==> src/rtl/in_rom_arbiter_if.sv <==
// Bus bundle between the two ROM requesters (gen_message_random = 0,
// hash_message = 1), the shared ROM and the arbiter.
//   gen_*/hash_*  : per-requester burst request, grant, valid and done
//   rd_data       : read data returned to whichever requester owns the bus
//   mem_*         : ROM read port (data arrives one cycle after mem_ren)
//   busy          : arbiter is not idle
// Modports: slave = arbiter side, master = requesters + ROM side.
interface in_rom_arbiter_if #(
    parameter int unsigned MEM_ADDR_WIDTH = 7,
    parameter int unsigned DATA_WIDTH     = 256
);
    logic                      gen_req;
    logic [MEM_ADDR_WIDTH-1:0] gen_addr;
    logic [MEM_ADDR_WIDTH-1:0] gen_len;
    logic                      hash_req;
    logic [MEM_ADDR_WIDTH-1:0] hash_addr;
    logic [MEM_ADDR_WIDTH-1:0] hash_len;
    logic                      gen_gnt;
    logic                      hash_gnt;
    logic                      gen_vld;
    logic                      hash_vld;
    logic                      gen_done;
    logic                      hash_done;
    logic [DATA_WIDTH-1:0]     rd_data;
    logic                      mem_ren;
    logic [MEM_ADDR_WIDTH-1:0] mem_raddr;
    logic [DATA_WIDTH-1:0]     mem_dout;
    logic                      busy;

    modport slave (
        input  gen_req, gen_addr, gen_len, hash_req, hash_addr, hash_len, mem_dout,
        output gen_gnt, hash_gnt, gen_vld, hash_vld, gen_done, hash_done, rd_data,
               mem_ren, mem_raddr, busy
    );

    modport master (
        output gen_req, gen_addr, gen_len, hash_req, hash_addr, hash_len, mem_dout,
        input  gen_gnt, hash_gnt, gen_vld, hash_vld, gen_done, hash_done, rd_data,
               mem_ren, mem_raddr, busy
    );
endinterface

==> src/rtl/in_rom_arbiter.sv <==
// Round-robin arbiter giving two requesters burst access to one ROM read port.
// A burst reads len+1 consecutive words (address wraps) with no bubbles; the
// owner sees gnt for the whole burst, vld one cycle after each read and a
// one-cycle done pulse together with the last data word.
// Ports:
//   clk  : clock, all state on rising edge
//   rstn : asynchronous active-low reset
//   bus  : in_rom_arbiter_if slave modport (requests, grants, ROM port)
module in_rom_arbiter #(
    parameter int unsigned MEM_ADDR_WIDTH = 7,
    parameter int unsigned DATA_WIDTH     = 256
) (
    input  logic               clk,
    input  logic               rstn,
    in_rom_arbiter_if.slave    bus
);

    typedef enum logic [1:0] {StIdle, StRead, StDrain} state_e;

    state_e                    state_q, state_d;
    logic [MEM_ADDR_WIDTH-1:0] addr_q, addr_d;
    logic [MEM_ADDR_WIDTH-1:0] cnt_q, cnt_d;
    logic                      owner_q, owner_d;  // 0 = gen, 1 = hash
    logic                      last_q, last_d;    // owner of last completed burst
    logic                      ren_q;             // mem_ren delayed: data valid
    logic                      win;
    logic                      ren;
    logic [DATA_WIDTH-1:0]     rd_data;

    always_ff @(posedge clk or negedge rstn) begin
        if (!rstn) begin
            state_q <= StIdle;
            addr_q  <= '0;
            cnt_q   <= '0;
            owner_q <= 1'b0;
            last_q  <= 1'b1;  // gen wins the first tie
            ren_q   <= 1'b0;
        end else begin
            state_q <= state_d;
            addr_q  <= addr_d;
            cnt_q   <= cnt_d;
            owner_q <= owner_d;
            last_q  <= last_d;
            ren_q   <= ren;
        end
    end

    always_comb begin
        state_d = state_q;
        addr_d  = addr_q;
        cnt_d   = cnt_q;
        owner_d = owner_q;
        last_d  = last_q;
        // On a tie the requester that did not own the last burst wins.
        win     = (bus.gen_req && bus.hash_req) ? ~last_q : bus.hash_req;
        unique case (state_q)
            StIdle: begin
                if (bus.gen_req || bus.hash_req) begin
                    owner_d = win;
                    addr_d  = win ? bus.hash_addr : bus.gen_addr;
                    cnt_d   = win ? bus.hash_len : bus.gen_len;
                    state_d = StRead;
                end
            end
            StRead: begin
                addr_d = addr_q + 1'b1;
                if (cnt_q == '0) begin
                    state_d = StDrain;
                end else begin
                    cnt_d = cnt_q - 1'b1;
                end
            end
            StDrain: begin
                last_d  = owner_q;
                state_d = StIdle;
            end
            default: state_d = StIdle;
        endcase
    end

    always_comb begin
        ren           = 1'b0;
        bus.mem_raddr = '0;
        bus.gen_gnt   = 1'b0;
        bus.hash_gnt  = 1'b0;
        bus.gen_done  = 1'b0;
        bus.hash_done = 1'b0;
        bus.busy      = (state_q != StIdle);
        unique case (state_q)
            StRead: begin
                ren           = 1'b1;
                bus.mem_raddr = addr_q;
                bus.gen_gnt   = ~owner_q;
                bus.hash_gnt  = owner_q;
            end
            StDrain: begin
                bus.gen_gnt   = ~owner_q;
                bus.hash_gnt  = owner_q;
                bus.gen_done  = ~owner_q;
                bus.hash_done = owner_q;
            end
            default: ;
        endcase
    end

    assign bus.mem_ren  = ren;
    assign bus.gen_vld  = ren_q & ~owner_q;
    assign bus.hash_vld = ren_q & owner_q;
    assign rd_data      = bus.mem_dout;
    assign bus.rd_data  = rd_data;

endmodule

==> src/flat_wrapper.sv <==
// flat-port wrapper written by rule: the top's interface ports become plain ports
module in_rom_arbiter_flat 
#(
    parameter int unsigned MEM_ADDR_WIDTH = 7,
    parameter int unsigned DATA_WIDTH     = 256
)
  (clk, rstn, bus_gen_req, bus_gen_addr, bus_gen_len, bus_hash_req, bus_hash_addr, bus_hash_len, bus_mem_dout, bus_gen_gnt, bus_hash_gnt, bus_gen_vld, bus_hash_vld, bus_gen_done, bus_hash_done, bus_rd_data, bus_mem_ren, bus_mem_raddr, bus_busy);
  in_rom_arbiter_if #(.MEM_ADDR_WIDTH(MEM_ADDR_WIDTH), .DATA_WIDTH(DATA_WIDTH)) bus_i ();
  input  logic clk;
  input  logic rstn;
  input wire logic [$bits(bus_i.gen_req)-1:0] bus_gen_req;
  input wire logic [$bits(bus_i.gen_addr)-1:0] bus_gen_addr;
  input wire logic [$bits(bus_i.gen_len)-1:0] bus_gen_len;
  input wire logic [$bits(bus_i.hash_req)-1:0] bus_hash_req;
  input wire logic [$bits(bus_i.hash_addr)-1:0] bus_hash_addr;
  input wire logic [$bits(bus_i.hash_len)-1:0] bus_hash_len;
  input wire logic [$bits(bus_i.mem_dout)-1:0] bus_mem_dout;
  output wire logic [$bits(bus_i.gen_gnt)-1:0] bus_gen_gnt;
  output wire logic [$bits(bus_i.hash_gnt)-1:0] bus_hash_gnt;
  output wire logic [$bits(bus_i.gen_vld)-1:0] bus_gen_vld;
  output wire logic [$bits(bus_i.hash_vld)-1:0] bus_hash_vld;
  output wire logic [$bits(bus_i.gen_done)-1:0] bus_gen_done;
  output wire logic [$bits(bus_i.hash_done)-1:0] bus_hash_done;
  output wire logic [$bits(bus_i.rd_data)-1:0] bus_rd_data;
  output wire logic [$bits(bus_i.mem_ren)-1:0] bus_mem_ren;
  output wire logic [$bits(bus_i.mem_raddr)-1:0] bus_mem_raddr;
  output wire logic [$bits(bus_i.busy)-1:0] bus_busy;
  assign bus_i.gen_req = bus_gen_req;
  assign bus_i.gen_addr = bus_gen_addr;
  assign bus_i.gen_len = bus_gen_len;
  assign bus_i.hash_req = bus_hash_req;
  assign bus_i.hash_addr = bus_hash_addr;
  assign bus_i.hash_len = bus_hash_len;
  assign bus_i.mem_dout = bus_mem_dout;
  assign bus_gen_gnt = bus_i.gen_gnt;
  assign bus_hash_gnt = bus_i.hash_gnt;
  assign bus_gen_vld = bus_i.gen_vld;
  assign bus_hash_vld = bus_i.hash_vld;
  assign bus_gen_done = bus_i.gen_done;
  assign bus_hash_done = bus_i.hash_done;
  assign bus_rd_data = bus_i.rd_data;
  assign bus_mem_ren = bus_i.mem_ren;
  assign bus_mem_raddr = bus_i.mem_raddr;
  assign bus_busy = bus_i.busy;
  in_rom_arbiter #(.MEM_ADDR_WIDTH(MEM_ADDR_WIDTH), .DATA_WIDTH(DATA_WIDTH)) u_core (.clk(clk), .rstn(rstn), .bus(bus_i));
endmodule
==> config.mk <==
export PLATFORM = sky130hd
export DESIGN_NAME = in_rom_arbiter_flat
export DESIGN_NICKNAME = d
export VERILOG_FILES = /design/src/rtl/in_rom_arbiter_if.sv /design/src/rtl/in_rom_arbiter.sv /design/src/flat_wrapper.sv
export SDC_FILE = /design/constraint.sdc
export NUM_CORES = 1
export LEC_CHECK = 0
export CAP_MARGIN = 20
export CORE_AREA = 2 2 218 220
export DETAILED_ROUTE_END_ITERATION = 7
export DIE_AREA = 0 0 220 222
export PLACE_DENSITY = 0.32
export REMOVE_ABC_BUFFERS = 1
export SYNTH_ARGS = -nofsm -noshare
export SYNTH_HDL_FRONTEND = slang
export SYNTH_SLANG_ARGS = --single-unit
==> constraint.sdc <==
create_clock -name clk -period 2.45 [get_ports clk]
set_clock_uncertainty 0.05 [all_clocks]
set_input_delay 0.735 -clock clk [delete_from_list [all_inputs] [get_ports clk]]
set_output_delay 0.735 -clock clk [all_outputs]
set_load 0.01 [all_outputs]
==> results of run 1 <==
## how the worst max path moves through the flow
stage / from / slack (ns) / to
after floorplan: u_core.state_q[1] / 0.17 / u_core.cnt_q[5]
after global placement: bus_gen_req / 0.000004 / u_core.addr_q[6]
after detailed placement: bus_gen_req / -0.03 / u_core.addr_q[6]
after CTS: u_core.state_q[0] / -0.12 / bus_gen_gnt
after global routing: u_core.state_q[0] / -0.09 / bus_gen_done
final: u_core.state_q[0] / -0.04 / bus_gen_done
## synth_stat cells, types with 2 or more instances
cell       instances
a21oi_1            3
clkbuf_1           3
nand2_1           12
buf_4            257
nand3_1            4
o2bb2ai_1          2
inv_1              6
or3_1              2
dfrtp_1           18
and2_1            10
nor2b_1            5
mux2_2             7
ha_1               6
nor3_1             2
o21ai_0           16
nor2_1             5
o31ai_1            2
nor4_1             2
o22ai_1            2
a22o_1             4
nand2b_1           3
mux2i_1            9
## routing by layer
| layer | track usage | routed length, um | vias up |
|---|---|---|---|
| met5 | 0.190 | 1270 | - |
| met4 | 0.253 | 8510 | 28 |
| met3 | 0.500 | 26100 | 140 |
| met2 | 0.558 | 39200 | 818 |
| met1 | 0.0524 | 5080 | 870 |
| li1 | - | - | 659 |
## power breakdown
part / total, mW / leakage [nW] / internal (mW) / switching, mW
combinational: 1.66 / 0.649 / 0.796 / 0.869
clock: 0.376 / 0.0382 / 0.223 / 0.153
sequential: 0.667 / 0.226 / 0.480 / 0.186
## cells by family (layout without fill, tap and decap cells)
| family | count (synthesis) | in the layout |
|---|---|---|
| compound gates | 42 | 42 |
| fa+ha+maj | 6 | 6 |
| flops | 19 | 19 |
| simple gates | 52 | 52 |
| mux | 16 | 16 |
| buf+inv | 267 | 71 |
## sequential cells by signal, indices dropped and copies added (netlist names)
| signal | count |
|---|---|
| u_core.addr_q | 7 |
| u_core.cnt_q | 7 |
| u_core.state_q | 2 |
| u_core.last_q | 1 |
| u_core.owner_q | 1 |
| u_core.ren_q | 1 |
## per-stage QoR
step | std cells | power (mW) | hold slack, ns | TNS [ns] | instance area (sq um)
floorplan | 141 | 1.50 | 0.389 | 0 | 1330
global placement | 809 | 2.37 | 0.465 | 0 | 2690
detailed placement | 809 | 2.36 | 0.464 | -0.0302 | 2690
CTS | 813 | 2.68 | 0.480 | -0.393 | 2760
global route | 813 | 2.89 | 0.509 | -0.297 | 2760
finish | 813 | 2.71 | 0.490 | -0.0784 | 2760
## area by class of cell
cell class,count,area (sq um),area share
repair buffers,61,581,0.210
inverters,6,22.5,0.00815
multi-input cells,116,845,0.306
clock buffers,4,78.8,0.0285
flip-flops and latches,19,477,0.173
well taps,607,759,0.275
## worst reg2reg max path, stage by stage (launching register included)
cell and delay (ns):
dfrtp_1 0.38, inv_1 0.16, ha_1 0.23, buf_12 0.15
buf_4 0.23, inv_1 0.20, or4_4 0.58, nand2_1 0.11
o21ai_0 0.09
## repair_timing
item,in CTS,in global routing
gates resized for setup,8,15
setup endpoints to repair,12,10
gates cloned,0,0
==> flow_summary.ini, run 1 <==
[cells_and_area]
area_growth_pct = -15.8
fill_cells = 5493
layout-drive-gt1-share = 0.199
diodes = 0
fin_nets = 501
final_cell_mix = 36 x clkdlybuf4s50_1, 18 x dfrtp_1, 16 x o21ai_0
fin_util = 0.0597
mostFrequentLayoutCell = clkdlybuf4s50_1

[global_routing]
grt_pass1_vias = 2070
antenna_found_initial = 0
grt_pass1_wl_um = 85200
grt_max_degree = 20
grtUsageTotal = 0.320
gr-total-overflow = 0

[synth]
synth_top_area_frac = 0.588
synth_compound_area_frac = 0.0885
synthCells = 402
yosysSeqAreaShare = 0.145
synthesis.area_sq_um = 3280
ys_async_sr_fraction = 1.00
synth_flop_cell = dfrtp_1
yosysUniqueCellTypes = 44
synth.avg_cell_area_sq_um = 8.16
ys_ff_latch = 19
synthMuxAreaShare = 0.0515
yosysWarnings = 0
yosysTopAreaCell = buf_4
synth-simple-area-share = 0.0900
synth_top_family_by_area = buffers and inverters
synth_fa_ha_area_frac = 0.0229
synthTopCellsByArea = buf_4 59%, dfrtp_1 14%, mux2i_1 2.7%
synth_xor_area_frac = 0
synth-edff-count = 0

[setup_path]
start_kind = flip-flop
reg2reg_to = u_core.cnt_q[5]
reg2reg_depth = 8
critPathMaxStageDelay_ns = 0.54
reg2reg_slack_ns = 0.15
end_kind = output pin
crit_family = buffers and inverters
cp_max_fo = 3
cp.arrival_ns = 1.71
cp_cell_sequence = inv_2 > ha_2 > nor2b_1 > clkdlybuf4s50_1
crit_required_ns = 1.66
path_buf_inv = 2
worstSetupPathType = flip-flop to output pin
cp.depth = 4
reg2reg_from = u_core.state_q[1]
cp_slowest_cell = clkdlybuf4s50_1

[clock_network]
cts_buffers = 3
path_clk_slew_ns = 0.06
cts.sinks = 19
cts_setup_buffers = 0
cts.path.max_buffers = 2
ctsHtreeMaxLevel = 1
cts_tree = yes
cts_hold_buf = 0
cts-root-buf = clkbuf_16
clkLatencyLatePin_ns = 0.27

[sta]
max_freq_ghz = 0.401
rsz0062_at_grt = yes
worstMarginPinSlew_ns = 0.462
slew_headroom = 0.692
timing.final.ws_setup_ns = -0.0440
hold_violations = 0
setup_viol = 2
drv_slew = 0
period_share = 1.02
fin_crit_ns = 2.49

[placement]
gp_congestion = 1.26
dp_hpwl_um = 78400
numPortBuffers = 46
dp_slack_ns = -0.0302

[routing]
viasPerCell = 3.09
routedWlPerCell_um = 98.6
route.detailed.drc = 0
via_count = 2515
first_iter_violations = 275
drt-total-wl_um = 80100
drt_first_pass_iters = 4
ant_nets = 0

[floorplanning]
fp-row-count = 79
fp.dieW_um = 220
pin_count = 559
dieHeight_um = 222
dieArea_sq_um = 48800
core_area_sq_um = 46300
initial_core_util = 0.0709

[hold_path]
hold_depth = 2
holdCritStartpoint = u_core.addr_q[1]
hold_path_end = u_core.addr_q[1]
worstHoldPathType = flip-flop to flip-flop

[run_status]
status = finished, violations left
violations = negative setup slack

[power]
p_leak_nw = 0.913
power_density_nw_per_um2 = 980
ir_worst_vdd_mv = 0.280

[run]
max-cap-violations = 0
Power figures use the tool's default switching activity.
==> run 2: changes to the inputs <==
==> constraint.sdc (replaced) <==
create_clock -name clk -period 2.3 [get_ports clk]
set_clock_uncertainty 0.05 [all_clocks]
set_input_delay 0.69 -clock clk [delete_from_list [all_inputs] [get_ports clk]]
set_output_delay 0.69 -clock clk [all_outputs]
set_load 0.01 [all_outputs]
==> run 2 against run 1 <==
  * The run now ends clean
  * Final cell count is 1.5% higher
  * Critical path depth grew 1
  * Total power increased by 12%
  * Register-to-register slack gained 0.05 ns
  * Count of clock-buffer cells in the layout stayed put
  * Cell area is 3.0% higher
==> flow_summary.ini, run 2 (synthesis gave the netlist of run 1 again) <==
[cells_and_area]
largest_registers = u_core.addr_q (7), u_core.cnt_q (7), u_core.state_q (2)
mostFrequentLayoutCell = clkdlybuf4s50_1
area_growth_pct = -13.2
fin_nets = 513
diodes = 0
final_cell_mix = 33 x clkdlybuf4s50_1, 24 x buf_4, 17 x dfrtp_1
postLayoutCellArea_sq_um = 2850
layout-drive-gt1-share = 0.266

[setup_path]
cp_max_fo = 2
cp_cell_sequence = inv_1 > buf_4 > ha_4 > nor2b_1 > dlygate4sd2_1
cp_slowest_cell = dfrtp_1
critPathMaxStageDelay_ns = 0.37
crit_required_ns = 1.56
crit_family = buffers and inverters
end_kind = output pin
cp.arrival_ns = 1.52
path_buf_inv = 3
worstSetupPathType = flip-flop to output pin
start_kind = flip-flop

[sta]
period_share = 0.981
worstMarginPinSlew_ns = 0.486
rsz0062_at_grt = no
hold_violations = 0
drv_slew = 0
fin_crit_ns = 2.26
setup_viol = 0
slew_headroom = 0.676
worst_hold_slack_ns = 0.497
max_freq_ghz = 0.443

[routing]
routedWlPerCell_um = 97.4
drt_first_pass_iters = 4
viasPerCell = 3.08
first_iter_violations = 317
via_count = 2540
ant_nets = 0
route.detailed.drc = 0
drt-total-wl_um = 80300

[global_routing]
grt_pass1_wl_um = 85500
grtUsageTotal = 0.321
gr-total-overflow = 0
grt_max_degree = 20
antenna_found_initial = 0
grt_pass1_vias = 2140

[clock_network]
clkLatencyLatePin_ns = 0.27
cts.path.max_buffers = 2
ctsHtreeMaxLevel = 1
cts_tree = yes
path_clk_slew_ns = 0.07
cts_buffers = 3
cts_hold_buf = 0
cts-root-buf = clkbuf_16
cts.sinks = 19

[placement]
numPortBuffers = 46
gp_congestion = 1.26
place_area_sq_um = 2770
dp_hpwl_um = 78600

[floorplanning]
core_area_sq_um = 46300
fp-row-count = 79
fp.dieW_um = 220
pin_count = 559
dieArea_sq_um = 48800
dieHeight_um = 222
initial_core_util = 0.0709

[power]
power_density_nw_per_um2 = 1060
ir_worst_vdd_mv = 0.316
p_leak_nw = 0.956

[hold_path]
worstHoldPathType = flip-flop to flip-flop

[run]
max-cap-violations = 0

[run_status]
status = finished, final reports clean
[run 2: final timing paths]
check / startpoint / endpoint / slack, ns / depth (start not counted)
max in group asynchronous: rstn / u_core.last_q / 1.16 / 2
worst min-delay path: u_core.addr_q[1] / u_core.addr_q[1] / 0.50 / 2
min in group asynchronous: rstn / u_core.cnt_q[4] / 0.74 / 2
worst max-delay path: u_core.state_q[1] / bus_gen_gnt / 0.04 / 5
worst min register to register: u_core.addr_q[1] / u_core.addr_q[1] / 0.50 / 2
worst max register to register: u_core.state_q[1] / u_core.cnt_q[5] / 0.20 / 8
[run 2: routing by layer]
| layer | vias to the layer above | part of all wire | track usage |
|---|---|---|---|
| met5 | - | 0.017 | 0.206 |
| met4 | 32 | 0.11 | 0.270 |
| met3 | 130 | 0.32 | 0.497 |
| met2 | 791 | 0.48 | 0.549 |
| met1 | 905 | 0.073 | 0.0553 |
| li1 | 682 | - | - |
[run 2: worst min-delay path, stage by stage (launching register included)]
cell and delay, ns:
dfrtp_1 0.39, nand2_1 0.06, o21ai_0 0.06
[run 2: area by class of cell]
cell class | count | area, sq um
fillers | 5501 | 43400
flip-flops and latches | 19 | 478
inverters | 6 | 22.5
multi-input cells | 116 | 857
repair buffers | 73 | 651
well taps | 607 | 759
clock buffers | 4 | 78.8
[run 2: per-stage QoR]
stage | std cells | setup TNS (ns) | utilization | power (mW) | setup WS, ns
3_5_place_dp | 820 | -1.09 | 0.0599 | 2.65 | -0.142
3_3_place_gp | 820 | -0.941 | 0.0599 | 2.65 | -0.179
4_1_cts | 825 | 0 | 0.0620 | 3.03 | 0.00848
6_report | 825 | 0 | 0.0615 | 3.02 | 0.0437
5_1_grt | 825 | 0 | 0.0615 | 3.24 | 0.0150
2_1_floorplan | 141 | 0 | - | 1.60 | 0.0173
[run 2: power breakdown]
group          switching [mW]  total [mW]  leakage, nW  internal (mW)
logic                   0.962        1.90        0.692          0.935
registers               0.208       0.722        0.225          0.513
clock network           0.165       0.403       0.0382          0.238
[run 2: what timing repair did]
item | CTS | global route
setup endpoints to repair | 14 | 9
buffers inserted | 1 | 0
endpoints found under the hold margin | 0 | 0
gates resized for setup | 22 | 14
pin swaps | 0 | 0
cloned | 0 | 0
==> variant 1, RTL diff (config.mk and constraints of run 2) <==
Re-encode `state_e` (3 states) as one-hot, 3 bits wide.
--- a/src/rtl/in_rom_arbiter.sv
+++ b/src/rtl/in_rom_arbiter.sv
@@ -15,7 +15,7 @@
     in_rom_arbiter_if.slave    bus
 );
 
-    typedef enum logic [1:0] {StIdle, StRead, StDrain} state_e;
+    typedef enum logic [2:0] {StIdle = 3'b001, StRead = 3'b010, StDrain = 3'b100} state_e;
 
     state_e                    state_q, state_d;
     logic [MEM_ADDR_WIDTH-1:0] addr_q, addr_d;
Behaviour: same outputs for any inputs over 4 cycles, from zero or initial values and one cycle with rstn low; so few cycles prove little.
==> variant 1 against run 2 <==
The run now fails in global placement (3_3_place_gp). Synthesized area decreased by 3.0%.
==> variant 1: results (changes against run 2) <==
Post-synthesis register bit count: 20 (+1)
Mapped Avg Cell Area: 7.93 sq um (-2.8%)
Asr flop ratio synth: 1.00 (unchanged)
Ys Warns: 0 (unchanged)
Die X: 220 microns (unchanged)
Sequential-to-total area share from yosys stat: 0.158 (+0.0128)
Stop err: [ERROR GPL-0305] RePlAce diverged during gradient descent calculation, resulting in an invalid step length (Inf or NaN). This is often caused by numerical instability ...
Post-synthesis cell type count: 39 (-11%)
Post-synth top cells: buf_4, nand2_1, dfrtp_1, nor3_1, a21oi_1
Outcome: stopped before the end
Synth Flop Type: dfrtp_1
Synth top area cells: buf_4, dfrtp_1, nand2_1
Stopped at: global placement (3_3_place_gp)
Buffers on Ports: 46 (unchanged)
==> variant 1: cell families after synthesis <==
| group | after synthesis | share of synthesized area |
|---|---|---|
| multiplexers | 7 | 0.0220 |
| buffers and inverters | 269 | 0.622 |
| XOR/XNOR | 1 | 0.00275 |
| adder cells (fa/ha/maj) | 2 | 0.00786 |
| AO/OA/AOI/OAI | 39 | 0.0838 |
| flip-flops | 20 | 0.158 |
| AND/OR/NAND/NOR | 63 | 0.103 |
==> variant 2, RTL diff (config.mk and constraints of run 2) <==
Made on the original files. `MEM_ADDR_WIDTH` is set to 7 in 3 places; all go to 8.
--- a/src/rtl/in_rom_arbiter_if.sv
+++ b/src/rtl/in_rom_arbiter_if.sv
@@ -6,7 +6,7 @@
 //   busy          : arbiter is not idle
 // Modports: slave = arbiter side, master = requesters + ROM side.
 interface in_rom_arbiter_if #(
-    parameter int unsigned MEM_ADDR_WIDTH = 7,
+    parameter int unsigned MEM_ADDR_WIDTH = 8,
     parameter int unsigned DATA_WIDTH     = 256
 );
     logic                      gen_req;
--- a/src/rtl/in_rom_arbiter.sv
+++ b/src/rtl/in_rom_arbiter.sv
@@ -7,7 +7,7 @@
 //   rstn : asynchronous active-low reset
 //   bus  : in_rom_arbiter_if slave modport (requests, grants, ROM port)
 module in_rom_arbiter #(
-    parameter int unsigned MEM_ADDR_WIDTH = 7,
+    parameter int unsigned MEM_ADDR_WIDTH = 8,
     parameter int unsigned DATA_WIDTH     = 256
 ) (
     input  logic               clk,
--- a/src/flat_wrapper.sv
+++ b/src/flat_wrapper.sv
@@ -1,7 +1,7 @@
 // flat-port wrapper written by rule: the top's interface ports become plain ports
 module in_rom_arbiter_flat 
 #(
-    parameter int unsigned MEM_ADDR_WIDTH = 7,
+    parameter int unsigned MEM_ADDR_WIDTH = 8,
     parameter int unsigned DATA_WIDTH     = 256
 )
   (clk, rstn, bus_gen_req, bus_gen_addr, bus_gen_len, bus_hash_req, bus_hash_addr, bus_hash_len, bus_mem_dout, bus_gen_gnt, bus_hash_gnt, bus_gen_vld, bus_hash_vld, bus_gen_done, bus_hash_done, bus_rd_data, bus_mem_ren, bus_mem_raddr, bus_busy);
Interface: changed (5 resized); port bits go from 559 to 564. No check against the original RTL was run, so the function may have changed too.
==> variant 2 against run 2 <==
Sequential cell count increased by 2. Final area increased by 14%. Wire length increased by 2.2%. Synthesized area increased by 8.0%. Register-to-register slack improved by 0.11 ns. Via count increased by 9.8%. Setup slack got worse by 0.036 ns. Power increased by 16%. Largest cell class unchanged. Largest power group unchanged. Highest routed layer unchanged.
==> variant 2: results (changes against run 2) <==
Mux cell area share after synthesis: 0.0367 (-0.0148)
Number of fill cells in the layout: 5,436 (-1.2%)
CP Max Fanout: 14 (+12)
Worst EP arrival: 1.55 ns (+0.03 ns)
Sequential-to-total area share from yosys stat: 0.149 (+0.00340)
PnR worst setup slack: 0.00808 ns (-0.0356 ns)
Min Hold Slack: 0.553 ns (+0.0561 ns)
Total track usage: 0.329 (+0.00841)
Worst VDD drop: 0.000331 V (+4.8%)
Cells after DPL: 854 (+4.1%)
Slowest Stage Delay on Critical Path: 0.41 ns (+0.04 ns)
Biggest regs: u_core.addr_q: 8 flops, u_core.cnt_q: 8 flops, u_core.state_q: 2 flops
Total wire length: 82,200 microns (+2.2%)
Buffers on Ports: 51 (+11%)
Worst setup path start: u_core.state_q[0]$_DFFE_PN0P_
Synth Instances: 438 (+9.0%)
Hold EP: u_core.addr_q[0]$_DFFE_PN0P_
Worst r2r dst: u_core.state_q[0]$_DFFE_PN0P_
Placed Area: 3060 sq um (+10%)
Post-synth top cells: buf_4, nand2_1, dfrtp_1, a21oi_1, and2_1
Reg2reg path depth: 6 (-2)
DP HPWL: 79,900 microns (+1.7%)
Reg-to-Reg Start: u_core.cnt_q[0]$_DFFE_PN0P_
Initial DRC Count: 329 (+3.8%)
R2R setup slack: 0.31 ns (+0.11 ns)
Setup crit end: bus_mem_raddr[0]
Synth top area cells: buf_4, dfrtp_1, nand2_1
Drt pass-1 iters: 7 (+3)
Non-filler cells, final: 860 (+4.2%)
Outcome: completed
Hold path start: u_core.addr_q[0]$_DFFE_PN0P_
Hold Path Depth: 2 (unchanged)
Initial antenna violation count: 0 (unchanged)
DP Worst Slack: -0.200 ns (-0.0584 ns)
Post-synthesis cell type count: 51 (+16%)
Highest-delay cell along the critical path: dfrtp_1
Post-Synth Adder-Cell Area: 0.0247 (+0.00184)
Post-synthesis compound-gate area fraction: 0.102 (+0.0132)
Nets: 553 (+7.8%)
Number of global-route vias before repair: 2,527 (+18%)
Routability cong.: 1.33 (+5.8%)
Worst-margin pin slew: 0.524 ns (+0.0383 ns)
Share of cells above drive strength 1: 0.221 (-0.0447)
Largest net degree at the start of global routing: 22 (+10%)
Global-route wire length before repair: 88,200 microns (+3.1%)
Vias per Instance: 3.24 (+5.3%)
[variant 2: cell count changes after synthesis, sizes merged, moves of 4 or more]
cell    delta
a21oi     +10
a31oi      +7
a221oi     +4
a22o       -4
o21ai      -7
nand2     +17
[variant 2: power by group]
| group | total [uW] | switching, uW | internal [uW] |
|---|---|---|---|
| Clock | 430 | 192 | 238 |
| Combinational | 2240 | 1130 | 1120 |
| Sequential | 823 | 265 | 558 |
[variant 2: kinds of logic (layout without fill, tap and decap cells)]
group,after synthesis,in the layout
compound gates,50,50
simple gates,78,78
buf+inv,270,85
flops,21,21
fa+ha+maj,7,7
mux,12,12
[variant 2: cell type report]
type | instances | area [sq um] | share of cell area
Tap cell | 607 | 759 | 0.235
Inverter | 6 | 22.5 | 0.00697
Clock buffer | 3 | 75.1 | 0.0232
Sequential cell | 21 | 527 | 0.163
Multi-Input combinational cell | 147 | 1050 | 0.326
Timing Repair Buffer | 75 | 787 | 0.244
Clock inverter | 1 | 7.51 | 0.00232
[variant 2: critical path, delay by kind of cell, from the launching register on]
| family | cells | cell delay [ns] |
|---|---|---|
| buffers and inverters | 4 | 0.55 |
| AND/OR/NAND/NOR | 1 | 0.15 |
| flip-flops | 1 | 0.41 |
| adder cells (fa/ha/maj) | 1 | 0.16 |
[variant 2: routing by layer]
metal	vias up	GRT usage	part of all wire
met5	-	0.159	0.011
met3	122	0.485	0.31
li1	799	-	-
met1	1124	0.0723	0.086
met4	18	0.247	0.097
met2	726	0.582	0.50
[variant 2: repair_timing]
action                     4_1_cts  5_1_grt
hold buffers                     0        0
gates resized for setup         22        9
cloned                           1        0
pin swaps                        0        1
buffers inserted                 1        0
setup endpoints to repair       14        9
